File: src/rtl/gpio_pkg.sv
`default_nettype none
// ============================================================================
// Module      : gpio_pkg
// Description : Shared constants for the GPIO controller: default pin count
//               and the register map addresses.
// Revision    : 1.0 - initial release
// ============================================================================
package gpio_pkg;

  localparam int DEFAULT_WIDTH = 16;

  localparam logic [2:0] ADDR_DATA    = 3'd0;
  localparam logic [2:0] ADDR_DIR     = 3'd1;
  localparam logic [2:0] ADDR_IN      = 3'd2;
  localparam logic [2:0] ADDR_RISE_EN = 3'd3;
  localparam logic [2:0] ADDR_FALL_EN = 3'd4;
  localparam logic [2:0] ADDR_PEND    = 3'd5;
  localparam logic [2:0] ADDR_SET     = 3'd6;
  localparam logic [2:0] ADDR_CLR     = 3'd7;

endpackage
`default_nettype wire

File: src/rtl/gpio_sync.sv
`default_nettype none
// ============================================================================
// Module      : gpio_sync
// Description : Multi-flop synchronizer bringing asynchronous pad inputs into
//               the clk domain. SYNC_STAGES is expected to be 2..4.
// Revision    : 1.0 - initial release
// ============================================================================
module gpio_sync #(
  parameter int WIDTH       = 16,
  parameter int SYNC_STAGES = 2
) (
  input  logic             clk,
  input  logic             reset,
  input  logic [WIDTH-1:0] async_in,
  output logic [WIDTH-1:0] sync_out
);

  // stage[0] is the metastability-catching flop, stage[SYNC_STAGES-1] the output
  logic [SYNC_STAGES-1:0][WIDTH-1:0] stage;

  // Shift the pin values one stage deeper every cycle
  always_ff @(posedge clk) begin
    if (reset) begin
      stage <= '0;
    end else begin
      stage <= {stage[SYNC_STAGES-2:0], async_in};
    end
  end

  assign sync_out = stage[SYNC_STAGES-1];

endmodule
`default_nettype wire

File: src/rtl/gpio_ctrl.sv
`default_nettype none
// ============================================================================
// Module      : gpio_ctrl
// Description : GPIO controller with data/direction registers, set/clear
//               aliases, synchronized input sampling, per-bit rise/fall edge
//               detection with W1C pending bits and a level interrupt.
// Revision    : 1.0 - initial release
// ============================================================================
module gpio_ctrl
  import gpio_pkg::*;
#(
  parameter int WIDTH       = DEFAULT_WIDTH,
  parameter int SYNC_STAGES = 2
) (
  input  logic             clk,
  input  logic             reset,
  input  logic             req,
  input  logic             we,
  input  logic [2:0]       addr,
  input  logic [WIDTH-1:0] wdata,
  output logic [WIDTH-1:0] rdata,
  output logic             ack,
  input  logic [WIDTH-1:0] gpio_in,
  output logic [WIDTH-1:0] gpio_dr,
  output logic [WIDTH-1:0] gpio_ts,
  output logic             irq
);

  logic [WIDTH-1:0] data_reg;
  logic [WIDTH-1:0] dir_reg;
  logic [WIDTH-1:0] rise_en;
  logic [WIDTH-1:0] fall_en;
  logic [WIDTH-1:0] pend;
  logic [WIDTH-1:0] in_sync;
  logic [WIDTH-1:0] in_prev;
  logic [WIDTH-1:0] edge_set;
  logic [WIDTH-1:0] pend_clr;
  logic [WIDTH-1:0] read_value;
  logic             wr_en;

  gpio_sync #(
    .WIDTH       (WIDTH),
    .SYNC_STAGES (SYNC_STAGES)
  ) u_sync (
    .clk      (clk),
    .reset    (reset),
    .async_in (gpio_in),
    .sync_out (in_sync)
  );

  assign wr_en = req & we;

  // Edge events come from the registered enables, so an enable write acts next cycle
  assign edge_set = (in_sync & ~in_prev & rise_en) | (~in_sync & in_prev & fall_en);
  assign pend_clr = (wr_en && addr == ADDR_PEND) ? wdata : '0;

  // Read mux over the current (pre-edge) register contents; SET/CLR read as 0
  always_comb begin
    read_value = '0;
    case (addr)
      ADDR_DATA:    read_value = data_reg;
      ADDR_DIR:     read_value = dir_reg;
      ADDR_IN:      read_value = in_sync;
      ADDR_RISE_EN: read_value = rise_en;
      ADDR_FALL_EN: read_value = fall_en;
      ADDR_PEND:    read_value = pend;
      default:      read_value = '0;
    endcase
  end

  // Writable configuration registers; IN, PEND are handled elsewhere
  always_ff @(posedge clk) begin
    if (reset) begin
      data_reg <= '0;
      dir_reg  <= '0;
      rise_en  <= '0;
      fall_en  <= '0;
    end else if (wr_en) begin
      case (addr)
        ADDR_DATA:    data_reg <= wdata;
        ADDR_DIR:     dir_reg  <= wdata;
        ADDR_RISE_EN: rise_en  <= wdata;
        ADDR_FALL_EN: fall_en  <= wdata;
        ADDR_SET:     data_reg <= data_reg | wdata;
        ADDR_CLR:     data_reg <= data_reg & ~wdata;
        default:      ;
      endcase
    end
  end

  // One-cycle history of the synchronized inputs for edge detection
  always_ff @(posedge clk) begin
    if (reset) begin
      in_prev <= '0;
    end else begin
      in_prev <= in_sync;
    end
  end

  // Pending bits: W1C clear first, then a same-cycle edge sets the bit again
  always_ff @(posedge clk) begin
    if (reset) begin
      pend <= '0;
    end else begin
      pend <= (pend & ~pend_clr) | edge_set;
    end
  end

  // Interrupt follows the pending register with one cycle of latency
  always_ff @(posedge clk) begin
    if (reset) begin
      irq <= 1'b0;
    end else begin
      irq <= |pend;
    end
  end

  // Bus response: ack one cycle after each strobe, rdata only for reads
  always_ff @(posedge clk) begin
    if (reset) begin
      ack   <= 1'b0;
      rdata <= '0;
    end else begin
      ack   <= req;
      rdata <= (req && !we) ? read_value : '0;
    end
  end

  assign gpio_dr = data_reg;
  assign gpio_ts = dir_reg;

endmodule
`default_nettype wire

File: config.mk
export PLATFORM = sky130hd
export DESIGN_NAME = gpio_ctrl
export DESIGN_NICKNAME = d
export VERILOG_FILES = /design/src/rtl/gpio_pkg.sv /design/src/rtl/gpio_sync.sv /design/src/rtl/gpio_ctrl.sv
export SDC_FILE = /design/constraint.sdc
export NUM_CORES = 1
export LEC_CHECK = 0
export CORE_MARGIN = 1.5
export CORE_UTILIZATION = 30
export CTS_BUF_LIST = sky130_fd_sc_hd__clkbuf_16
export DETAILED_ROUTE_END_ITERATION = 6
export PLACE_DENSITY = 0.45
export SETUP_SLACK_MARGIN = 0.3
export SLEW_MARGIN = 5
export SYNTH_ARGS = -nofsm -noshare
export SYNTH_HDL_FRONTEND = slang
export SYNTH_SLANG_ARGS = --single-unit
File: constraint.sdc
create_clock -name clk -period 2.1 [get_ports clk]
set_clock_uncertainty 0.2 [all_clocks]
set_input_delay 0.42 -clock clk [delete_from_list [all_inputs] [get_ports clk]]
set_output_delay 0.42 -clock clk [all_outputs]
set_load 0.02 [all_outputs]
==> impl_metrics.json <==
{
  "seqCellArea_um2": 2920,
  "core.rowCount": 52,
  "status": "completed",
  "place_area_um2": 7680,
  "setup_viol": 0,
  "cts_buffers": 17,
  "synth_compound_area_share_pct": 20.7,
  "ys_ff_latch": 146,
  "cap_violations": 0,
  "dieArea_um2": 21500,
  "final_nets": 789,
  "hold_violations": 0,
  "die_h_um": 147,
  "grt_pass1_vias": 5583,
  "drt-wirelength-per-cell_um": 21.0,
  "synth_warnings": 0,
  "synth-main-ff-cell": "dfxtp_1",
  "power_density_nw_per_um2": 778,
  "cp_slowest_cell": "dfxtp_1",
  "endpoint": "rdata[5]",
  "clk_latency_ns": 0.42,
  "synth-edff-count": 0,
  "h-tree-depth": 4,
  "cts-root-buf": "clkbuf_16",
  "syn_area_um2": 6180,
  "startpoint": "rdata[5]$_SDFF_PP0_",
  "maxSlewHeadroom_pct": 60.5,
  "cts_tree": "done",
  "port_buffers": 88,
  "core_area_um2": 20200,
  "crit_family": "flip-flops",
  "cts_hold_buf": 0,
  "arrival_ns": 1.15,
  "drv_slew": 0,
  "syn2layout_area_growth_pct": 34.2,
  "reg2reg_depth": 2,
  "ys_types": 44,
  "initial_utilization_pct": 30.5,
  "dieWidth_um": 147,
  "drt_iter0_markers": 380,
  "path_depth": 1,
  "drive_above_1_share_pct": 19.9,
  "required_ns": 1.48,
  "synthMuxAreaShare_pct": 5.77,
  "fin_cells": 1032,
  "drc": 0,
  "fin_tns_setup_ns": 0,
  "ant_nets": 0,
  "diodes": 0,
  "ios": 89,
  "worst-path-buf-inv": 1,
  "start_kind": "flip-flop",
  "dp.cells": 996,
  "yosys.area_share.simple_pct": 19.6,
  "r2r-start": "pend[12]$_SDFF_PP0_",
  "place_congestion": 0.824,
  "synth_xor_area_share_pct": 0,
  "rsz0062_at_grt": "no",
  "power_leakage_nw": 3.12,
  "worstPathCellList": "dlygate4sd2_1",
  "design_area_um2": 8290,
  "multi_input_area_um2": 2860,
  "r2r-end": "irq$_SDFF_PP0_",
  "syn-num-nets": 682,
  "rrSetupSlack_ns": 0.59,
  "holdWs_ns": 0.166,
  "synthAdderAreaFrac_pct": 0,
  "critPathMaxStageDelay_ns": 0.37,
  "path_clk_slew_ns": 0.06,
  "syn-mean-instance-area_um2": 9.61,
  "final.min_clock_period_ns": 1.77,
  "dr.pass1.iters": 5,
  "post-route-util_pct": 41.0,
  "tightest_slew_ns": 0.587,
  "grt_pass1_wl_um": 33000,
  "crit_type": "reg -> out",
  "cts.sinks": 146,
  "wirelength_um": 21700,
  "dp_hpwl_um": 14500,
  "async_reset_ff_share_pct": 0,
  "fmax_mhz": 564,
  "dr_total_vias": 5586,
  "ys_seq_area_share_pct": 47.3,
  "synth_top_family_by_area": "compound AO/OA/AOI/OAI gates",
  "irDropWorstVdd_uv": 472,
  "endpoint_kind": "output pin",
  "grtUsageTotal_pct": 20.3,
  "overflow": 0,
  "syn_inst": 643,
  "hold_class": "in -> reg",
  "antenna_found_initial": 0,
  "vias_per_cell": 5.41,
  "cts_buffer_depth": 2,
  "grt_max_degree": 77,
  "finalCritPeriodShare_pct": 84.4,
  "fill_cells": 2015,
  "path_max_fanout": 1
}
cells in the mapped netlist, types with 4 or more instances:
library cell	count	area share (%)
dfxtp_1	146	47
a32oi_1	10	1.4
a32o_1	6	0.97
a22oi_1	8	0.97
nor4_1	4	0.40
o31ai_1	16	1.9
clkbuf_1	22	1.3
a32o_2	10	1.8
buf_2	24	1.9
o211ai_1	16	1.9
nand3_1	49	4.0
a31oi_1	21	2.1
and2_1	8	0.81
o21ai_0	32	2.6
buf_6	6	1.1
inv_1	18	1.1
mux4_2	5	1.8
a21oi_1	48	3.9
nor2_1	7	0.43
nand3b_1	49	6.0
buf_4	5	0.61
buf_1	4	0.24
nand2_1	12	0.73
o21ai_1	16	1.3
mux2_2	19	3.5
nor2b_1	52	5.3
cell families after synthesis:
kind of cell    after synthesis
compound gates              196
simple gates                193
flops                       146
buf+inv                      81
mux                          27
state kept, by name, indices dropped and copies added (netlist names):
signal           flops
fall_en             16
gpio_dr             16
gpio_ts             16
in_prev             16
pend                16
rdata               16
rise_en             16
u_sync.stage        16
u_sync.sync_out     16
ack                  1
irq                  1
how the worst min path moves through the flow:
stage               cells past startpoint                             end  slack (ns)                         from
finish                                  2                  ack$_SDFF_PP0_        0.17                          req
global route                            2                  ack$_SDFF_PP0_        0.17                          req
CTS                                     1  u_sync.sync_out[15]$_SDFF_PP0_        0.24  u_sync.stage[15]$_SDFF_PP0_
detailed placement                      1  u_sync.sync_out[15]$_SDFF_PP0_        0.22  u_sync.stage[15]$_SDFF_PP0_
global placement                        1   u_sync.sync_out[2]$_SDFF_PP0_        0.22   u_sync.stage[2]$_SDFF_PP0_
floorplan                               1   u_sync.sync_out[0]$_SDFF_PP0_        0.21   u_sync.stage[0]$_SDFF_PP0_
layer usage:
metal | track usage [%] | vias to the layer above | routed length, um
li1 | - | 2582 | -
met1 | 25.1 | 2756 | 9240
met2 | 33.4 | 209 | 10700
met3 | 3.91 | 39 | 1090
met4 | 10.9 | 0 | 701
met5 | 0 | - | 0
metrics by stage:
stage               setup WS (ns)  power (W)
floorplan                   0.377    0.00322
global placement           -0.113    0.00355
detailed placement         -0.121    0.00356
CTS                         0.240    0.00649
global route                0.300    0.00668
finish                      0.328    0.00645
layout make-up:
cell class | count | area share, %
repair buffers | 150 | 18.5
clock buffers | 17 | 5.13
clock inverters | 14 | 1.69
flip-flops and latches | 146 | 35.3
multi-input cells | 416 | 34.5
inverters | 19 | 0.860
well taps | 270 | 4.07
worst register-to-register path: cells and delay by family, from the launching register on:
| family | cells | cell delay, ns |
|---|---|---|
| and+or+nand+nor | 1 | 0.56 |
| DFF | 1 | 0.34 |
| AOI/OAI and AO/OA | 1 | 0.24 |
timing repair:
item	CTS	global route
pin swaps	0	1
endpoints found under the setup margin	50	53
setup buffers	0	2
gates resized for setup	68	30
cloned	0	3
report_power, final:
group	leakage, nW	switching, W	internal (W)	total, W
logic	1.66	0.000349	0.000286	0.000635
clock network	0.269	0.00121	0.00173	0.00294
registers	1.19	0.0000424	0.00283	0.00287
total	3.12	0.00160	0.00485	0.00645
placed cells by master (no fill, tap or decap), types with 15 or more instances in the layout:
| master | Yosys | final |
|---|---|---|
| o31ai_1 | 16 | 15 |
| o21ai_1 | 16 | 16 |
| buf_4 | 5 | 44 |
| clkdlybuf4s50_1 | 0 | 32 |
| a31oi_1 | 21 | 21 |
| o21ai_0 | 32 | 32 |
| nor2b_1 | 52 | 52 |
| a21oi_1 | 48 | 48 |
| mux2_2 | 19 | 19 |
| nand3_1 | 49 | 49 |
| inv_1 | 18 | 18 |
| clkbuf_16 | 0 | 20 |
| o211ai_1 | 16 | 16 |
| nand3b_1 | 49 | 49 |
| dfxtp_1 | 146 | 145 |
| buf_12 | 0 | 16 |
| dlygate4sd2_1 | 0 | 25 |
Note: power is estimated with default switching activity, not from simulation.
